**config.mk**
```make
export PLATFORM = sky130hd
export DESIGN_NAME = branch_resolve_queue
export DESIGN_NICKNAME = d
export VERILOG_FILES = /design/src/rtl/branch_resolve_queue.sv
export SDC_FILE = /design/constraint.sdc
export NUM_CORES = 1
export LEC_CHECK = 0
export ABC_AREA = 1
export BUFFER_PORTS_ARGS = -buffer_cell sky130_fd_sc_hd__clkbuf_2
export CAP_MARGIN = 20
export CORE_AREA = 2 2 99 101
export DETAILED_ROUTE_END_ITERATION = 12
export DIE_AREA = 0 0 101 103
export PLACE_DENSITY = 0.61
export SYNTH_ARGS = -nofsm -noshare
export SYNTH_HDL_FRONTEND = slang
export SYNTH_SLANG_ARGS = --single-unit
```
**constraint.sdc**
```tcl
create_clock -name clk -period 2.72 [get_ports clk]
set_input_delay 0.408 -clock clk [delete_from_list [all_inputs] [get_ports clk]]
set_output_delay 0.408 -clock clk [all_outputs]
set_load 0.05 [all_outputs]
```
**src/rtl/branch_resolve_queue.sv**
```systemverilog
// branch_resolve_queue
// In-order queue of predicted conditional branches. Fetch allocates an entry
// at predict time; execute resolves entries oldest-first. Each resolution
// produces a registered training update for the predictor and, when the
// stored prediction was wrong, a mispredict pulse with the repaired history.
// A mispredict flushes every younger entry still in the queue.
module branch_resolve_queue #(
   parameter int DEPTH = 8,
   parameter int IDX_W = 4,
   parameter int GHR_W = 4
) (
   input  logic                           clk,
   input  logic                           rst,
   input  logic                           alloc_valid,
   output logic                           alloc_ready,
   input  logic [IDX_W-1:0]               alloc_pc_index,
   input  logic                           alloc_pred,
   input  logic [GHR_W-1:0]               alloc_ghr,
   input  logic                           resolve_valid,
   input  logic                           resolve_taken,
   output logic                           upd_valid,
   output logic [IDX_W-1:0]               upd_pc_index,
   output logic                           upd_taken,
   output logic                           mispredict,
   output logic [GHR_W-1:0]               recover_ghr,
   output logic [$clog2(DEPTH+1)-1:0]     count,
   output logic                           empty,
   output logic                           full,
   output logic                           underflow_err
);

   localparam int PTR_W = $clog2(DEPTH);
   localparam int CNT_W = $clog2(DEPTH+1);

   // Entry storage; contents are don't-care until written, so no reset.
   logic [IDX_W-1:0] mem_idx_q  [DEPTH];
   logic             mem_pred_q [DEPTH];
   logic [GHR_W-1:0] mem_ghr_q  [DEPTH];

   logic [PTR_W-1:0] wr_ptr_q, wr_ptr_d;
   logic [PTR_W-1:0] rd_ptr_q, rd_ptr_d;
   logic [CNT_W-1:0] count_q, count_d;
   logic             upd_valid_q, upd_valid_d;
   logic [IDX_W-1:0] upd_pc_index_q, upd_pc_index_d;
   logic             upd_taken_q, upd_taken_d;
   logic             mispredict_q, mispredict_d;
   logic [GHR_W-1:0] recover_ghr_q, recover_ghr_d;
   logic             underflow_q, underflow_d;

   logic             empty_s;
   logic             full_s;
   logic             alloc_fire_s;
   logic             resolve_fire_s;
   logic             mispred_s;
   logic [IDX_W-1:0] head_idx_s;
   logic             head_pred_s;
   logic [GHR_W-1:0] head_ghr_s;

   // Status flags come from registered occupancy only, so there is no
   // combinational path from any input to these outputs.
   assign empty_s       = (count_q == CNT_W'(0));
   assign full_s        = (count_q == CNT_W'(DEPTH));
   assign alloc_ready   = !full_s;
   assign empty         = empty_s;
   assign full          = full_s;
   assign count         = count_q;
   assign upd_valid     = upd_valid_q;
   assign upd_pc_index  = upd_pc_index_q;
   assign upd_taken     = upd_taken_q;
   assign mispredict    = mispredict_q;
   assign recover_ghr   = recover_ghr_q;
   assign underflow_err = underflow_q;

   // Handshake qualification and head-of-queue read.
   always_comb begin
      alloc_fire_s   = alloc_valid && !full_s;
      resolve_fire_s = resolve_valid && !empty_s;
      head_idx_s     = mem_idx_q[rd_ptr_q];
      head_pred_s    = mem_pred_q[rd_ptr_q];
      head_ghr_s     = mem_ghr_q[rd_ptr_q];
      mispred_s      = resolve_fire_s && (head_pred_s != resolve_taken);
   end

   // Pointer and occupancy update; a mispredict empties the queue outright
   // and drops any allocation arriving in the same cycle.
   always_comb begin
      wr_ptr_d = wr_ptr_q;
      rd_ptr_d = rd_ptr_q;
      count_d  = count_q;
      if (mispred_s) begin
         wr_ptr_d = PTR_W'(0);
         rd_ptr_d = PTR_W'(0);
         count_d  = CNT_W'(0);
      end else begin
         if (alloc_fire_s) begin
            wr_ptr_d = wr_ptr_q + PTR_W'(1);
         end else begin
            wr_ptr_d = wr_ptr_q;
         end
         if (resolve_fire_s) begin
            rd_ptr_d = rd_ptr_q + PTR_W'(1);
         end else begin
            rd_ptr_d = rd_ptr_q;
         end
         count_d = count_q + CNT_W'(alloc_fire_s) - CNT_W'(resolve_fire_s);
      end
   end

   // Training/recovery outputs: pulses follow the resolve, data holds when idle.
   always_comb begin
      upd_valid_d    = resolve_fire_s;
      mispredict_d   = mispred_s;
      upd_pc_index_d = upd_pc_index_q;
      upd_taken_d    = upd_taken_q;
      recover_ghr_d  = recover_ghr_q;
      if (resolve_fire_s) begin
         upd_pc_index_d = head_idx_s;
         upd_taken_d    = resolve_taken;
         recover_ghr_d  = {head_ghr_s[GHR_W-2:0], resolve_taken};
      end else begin
         upd_pc_index_d = upd_pc_index_q;
         upd_taken_d    = upd_taken_q;
         recover_ghr_d  = recover_ghr_q;
      end
      underflow_d = underflow_q | (resolve_valid & empty_s);
   end

   // Control and output registers with synchronous reset.
   always_ff @(posedge clk) begin
      if (rst) begin
         wr_ptr_q       <= PTR_W'(0);
         rd_ptr_q       <= PTR_W'(0);
         count_q        <= CNT_W'(0);
         upd_valid_q    <= 1'b0;
         upd_pc_index_q <= IDX_W'(0);
         upd_taken_q    <= 1'b0;
         mispredict_q   <= 1'b0;
         recover_ghr_q  <= GHR_W'(0);
         underflow_q    <= 1'b0;
      end else begin
         wr_ptr_q       <= wr_ptr_d;
         rd_ptr_q       <= rd_ptr_d;
         count_q        <= count_d;
         upd_valid_q    <= upd_valid_d;
         upd_pc_index_q <= upd_pc_index_d;
         upd_taken_q    <= upd_taken_d;
         mispredict_q   <= mispredict_d;
         recover_ghr_q  <= recover_ghr_d;
         underflow_q    <= underflow_d;
      end
   end

   // Entry write at the tail; skipped when a mispredict flushes this cycle.
   always_ff @(posedge clk) begin
      if (!rst && alloc_fire_s && !mispred_s) begin
         mem_idx_q[wr_ptr_q]  <= alloc_pc_index;
         mem_pred_q[wr_ptr_q] <= alloc_pred;
         mem_ghr_q[wr_ptr_q]  <= alloc_ghr;
      end
   end

endmodule

```
* After elaboration in Yosys (flattened, before gate mapping) *
Memory sizes are Yosys's and may differ from the RTL's. A register that Yosys moved wholly into a read port is not among the register bits.
Cells that the tools add are included.

storage, ports and cells
  RAM bits = 72
  bits in registers = 18
  output and inout port bits = 19
  bits in latches = 0
  logic and storage cells = 34
  input port bits = 14
  memory bits (read-only) = 0
  memories = 3

memory list
  memory      depth  bits a word  read ports  clocked after memory_dff  write ports  line  text
  mem_ghr_q   8      4            1           1                         1            38    logic [GHR_W-1:0] mem_ghr_q [DEPTH];
  mem_idx_q   8      4            1           1                         1            36    logic [IDX_W-1:0] mem_idx_q [DEPTH];
  mem_pred_q  8      1            1           1                         1            37    logic mem_pred_q [DEPTH];

cells by class
  div/mod/pow operators = 0
  magnitude comparators = 0
  add/sub/neg operators = 4
  reduce and logical (&&, ||, !) cells = 11
  muxes and demuxes = 4
  bitwise gates (word level) = 2
  shift operators = 0
  multipliers = 0
  equal/unequal tests = 2

operators with widths
  kind                                          count
  adder 3 x 1 -> 3 bit (second input constant)  2
  two-way mux 3 bit                             2
  logical AND 1 bit                             5
  adder 4 x 1 -> 4 bit                          1
  == test 4 bit (second input constant)         1
  logical NOT 1 bit                             4
  logical NOT 4 bit                             1
  subtractor 4 x 1 -> 4 bit                     1
  two-way mux 1 bit                             2
  OR reduction 2 bit                            1
  AND 1 bit                                     1
  != test 1 bit                                 1
  bitwise OR 1 bit                              1

* Depth between registers and ports, before layout *
  depth after elaboration = 8
  gate-level depth with buffers = 14

* Worst setup path after synthesis *
OpenSTA, ideal clock, no wires.

  path type = reg-to-reg
  from = reg count_q[2], in the netlist count[2]
  to = reg count_q[2], in the netlist count[2]
  setup time = 116 ps
  period minus slack after synthesis = 2870 ps
  path slack = -150 ps
  cell stages (with the launch flop) = 12
  arrival time = 2754 ps
  cells stage by stage = dfxtp_1 -> inv_1 -> ha_1 -> nand3_1 -> nand2_1 -> ha_1 -> inv_1 -> ha_1 -> inv_1 -> fa_1 -> xor2_1 -> nor2_2

on the way
  cells in the longest elaborated chain, start to end = 5
  elaborated cells on any way between the ends = 10
  classes of those cells = add/sub (2); eq/ne (1); reduce/logical (7)

ends and longest elaborated chain
  element                    line  text
  start, declared            42    logic [CNT_W-1:0] count_q, count_d;
  start signal, assigned     143   count_q <= count_d;
  == test 4 bit              62    assign full_s = (count_q == CNT_W'(DEPTH));
  logical NOT 1 bit          n/a
  named net alloc_ready      15    output logic alloc_ready,
  logical AND 1 bit          76    alloc_fire_s = alloc_valid && !full_s;
  adder 4 x 1 -> 4 bit       105   count_d = count_q + CNT_W'(alloc_fire_s) - CNT_W'(resolve_fire_s);
  subtractor 4 x 1 -> 4 bit  105

The timed path passes the listed nets, and every way through them passes these cells.
A chain may end at the register's enable or synchronous reset.

* Worst setup path in the final report *
  from = reg count_q[2], in the netlist count[2]
  to = reg count_q[2], in the netlist count[2]

on the way
  cells in the longest elaborated chain, start to end = 5
  elaborated cells on any way between the ends = 10
  classes of those cells = add/sub (2); eq/ne (1); reduce/logical (7)

ends and longest elaborated chain
  element                                                                 line
  == test 4 bit / logical NOT 4 bit (equally long branches)               62, 61
  logical NOT 1 bit, on equally long branches                             76, 77
  logical AND 1 bit, on equally long branches                             76, 77
  adder 4 x 1 -> 4 bit / logical AND 1 bit (equally long branches)        105, 81
  subtractor 4 x 1 -> 4 bit / OR reduction 2 bit (equally long branches)  n/a

Parallel ways exist; a longest one is shown, timed or not.

==> impl_metrics.env <==
export IMPL_ys_top_cells_by_area="edfxtp_1, dfxtp_1, nor2_1"
export IMPL_grt_usage=0.147
export IMPL_holdPathEnd="underflow_err$_SDFF_PP0_"
export IMPL_synthMostInstantiatedCell="edfxtp_1"
export IMPL_antenna_found_initial=0
export IMPL_area_delta_synth_final_pct=13.2
export IMPL_routed_wl_um=7110
export IMPL_numPortBuffers=31
export IMPL_vias=2373
export IMPL_fin_crit_sh=0.778
export IMPL_routed_via_density=4.87
export IMPL_hold_viol_final=0
export IMPL_cts_buffers=9
export IMPL_place_hpwl_um=4690
export IMPL_ys_flop_type="edfxtp_1"
export IMPL_required_ns=2.97
export IMPL_yosysTopAreaCellShare=0.525
export IMPL_cts_tree="done"
export IMPL_h_tree_depth=3
export IMPL_hold_buffers=0
export IMPL_worstSetupEndpointType="flop"
export IMPL_synth_cell_types=28
export IMPL_ys_warnings_count=0
export IMPL_yosys_area_top_type="edfxtp_1"
export IMPL_cp_max_fo=4
export IMPL_ios=33
export IMPL_drt_iter0_markers=88
export IMPL_ys_ff_latch=88
export IMPL_fmaxAchievable_mhz=473
export IMPL_holdPathStages=3
export IMPL_report_final_slew_viol_count=0
export IMPL_first_global_vias=2222
export IMPL_syn_nets=350
export IMPL_peakVddDrop_mv=0.334
export IMPL_crit_arrival_ns=2.37
export IMPL_rsz0062_at_grt="false"
export IMPL_nFillCells=905
export IMPL_initial_core_util=0.387
export IMPL_die_y_um=103
export IMPL_ys_seq_area_frac=0.656
export IMPL_finalSetupViolations=0
export IMPL_worst_slew_pin_slew_ns=0.753
export IMPL_hold_slack_ns=0.284
export IMPL_drc=0
export IMPL_min_period_ns=2.12
export IMPL_grt_max_degree=31
export IMPL_power_density_mw_per_mm2=952
export IMPL_coreArea_mm2=0.00946
export IMPL_grt_pass1_wl_um=11200
export IMPL_r2r_slack_ns=0.60
export IMPL_dr_pass1_iters=4
export IMPL_cts_sinks=88
export IMPL_final_layout_size_suffix_gt1_frac=0.214
export IMPL_post_cts_buffers=0
export IMPL_synthesis_area_mm2=0.00366
export IMPL_place_congestion=0.793
export IMPL_die_width_um=101
export IMPL_r2r_start="count[2]$_SDFF_PP0_"
export IMPL_async_flop_share=0
export IMPL_fin_tns_setup_ns=0
export IMPL_final_antenna_net_count=0
export IMPL_path_clk_slew_ns=0.09
export IMPL_clk_latency_ns=0.37
export IMPL_critPathLaunchType="flop"
export IMPL_status="complete, no violations"
export IMPL_synth_area_per_cell_um2=11.2
export IMPL_diodes=0
export IMPL_clock_path_buffers=2
export IMPL_rows=36
export IMPL_hold_path_startpoint="resolve_valid"
export IMPL_yosys_top_cells_count="edfxtp_1, nor2_1, inv_1, o21ai_0, nand2_1"
export IMPL_p_leak_nw=1.56
export IMPL_syn_instance_count=327
export IMPL_nets=391
export IMPL_drv_cap=0
export IMPL_overflow=0
export IMPL_max_slew_margin=0.497
export IMPL_timing_rr_end="count[2]$_SDFF_PP0_"
export IMPL_post_drt_wl_per_cell_um=14.6
export IMPL_cts_resized=0
export IMPL_die_area_mm2=0.0104
export IMPL_clockRootBuffer="clkbuf_8"
export IMPL_path_class="reg -> reg"
export IMPL_hold_class="in -> reg"
export IMPL_ff2ff_path_depth=11
export IMPL_fin_skew_ns=0.0152
export IMPL_synth_edff_count=64
==> registers in the layout (all words and copies together), names as in the netlist, named ones only <==
name / count
upd_valid: 1
mispredict: 1
rd_ptr_q: 3
wr_ptr_q: 3
mem_ghr_q: 24
mem_idx_q: 32
recover_ghr: 3
upd_taken: 1
upd_pc_index: 4
mem_pred_q: 8
count: 4
underflow_err: 1
==> power by group <==
part / total, mW / switching, mW / internal, mW / leakage, nW
registers: 1.69 / 0.115 / 1.57 / 0.774
logic: 1.40 / 0.983 / 0.420 / 0.700
clock network: 0.855 / 0.504 / 0.351 / 0.0892
total: 3.95 / 1.60 / 2.34 / 1.56
==> layout make-up <==
cell class	instances	area (um2)	area share
sequential	88	2400	0.580
timing repair buffer	45	260	0.0628
inverter	37	141	0.0341
clock buffer	9	124	0.0299
multi-input combinational	187	1010	0.244
tap	114	143	0.0344
clock inverter	7	61.3	0.0148
==> worst max-delay path, cell delays in order, from the launching register on <==
cell     delay [ns]
dfxtp_1        0.33
inv_1          0.07
ha_1           0.21
nand3_2        0.11
nand2_1        0.14
ha_1           0.32
inv_1          0.05
ha_1           0.15
inv_1          0.05
fa_1           0.36
xor2_1         0.16
nor2_2         0.05
==> cells by family (layout without fill, tap and decap cells) <==
family	Yosys count	after routing	share of synthesized area
AND/OR/NAND/NOR	118	118	0.140
AO/OA/AOI/OAI	53	53	0.0847
buffers and inverters	52	98	0.0687
flip-flops	88	88	0.656
adder cells (fa/ha/maj)	9	9	0.0328
XOR/XNOR	6	6	0.0143
multiplexers	1	1	0.00307
==> layout by cell type (no fill, tap or decap) <==
cell,synthesis,final
inv_6,0,4
nand3_1,25,24
nand2_2,1,1
fa_1,1,1
buf_4,4,14
nor2_1,54,54
nor2_2,10,10
clkinv_1,1,1
inv_1,34,34
clkinvlp_4,0,2
a21oi_1,10,10
nand2_1,26,26
inv_8,0,1
xnor2_1,1,1
inv_2,1,1
nand3_2,2,3
o21ai_1,2,2
o211ai_1,12,12
o21ai_0,27,27
clkbuf_2,0,31
mux2_2,1,1
ha_1,8,8
edfxtp_1,64,64
inv_4,1,1
dfxtp_1,24,24
xor2_1,5,5
clkbuf_8,0,9
o211ai_2,2,2
==> per-stage QoR <==
stage	setup slack, ns	cells	instance area (um2)	power [mW]	utilization
4_1_cts	0.579	487	4150	3.99	0.438
3_5_place_dp	0.595	471	3960	3.14	0.419
5_1_grt	0.430	487	4150	4.20	0.438
3_3_place_gp	0.611	471	3960	3.11	0.419
6_report	0.604	487	4150	3.95	0.438
2_1_floorplan	0.0805	327	3670	2.86	-
==> worst max path at each step <==
stage                     cells past startpoint                 from                  end  slack [ns]
final                                        11  count[2]$_SDFF_PP0_  count[2]$_SDFF_PP0_        0.60
after global routing                         11  count[2]$_SDFF_PP0_  count[2]$_SDFF_PP0_        0.43
after CTS                                    11  count[2]$_SDFF_PP0_  count[2]$_SDFF_PP0_        0.58
after detailed placement                     11  count[2]$_SDFF_PP0_  count[2]$_SDFF_PP0_        0.60
after global placement                       11  count[2]$_SDFF_PP0_  count[2]$_SDFF_PP0_        0.61
after floorplan                              11  count[2]$_SDFF_PP0_  count[2]$_SDFF_PP0_        0.08
==> per-layer routing <==
| metal | up-vias | share of wire | GRT usage | wire length [um] |
|---|---|---|---|---|
| met4 | 0 | 0.023 | 0.0790 | 163 |
| met3 | 13 | 0.046 | 0.0264 | 326 |
| li1 | 1190 | - | - | - |
| met1 | 1115 | 0.45 | 0.186 | 3170 |
| met5 | - | 0 | 0 | 0 |
| met2 | 55 | 0.49 | 0.243 | 3450 |
Power figures use the tool's default switching activity.
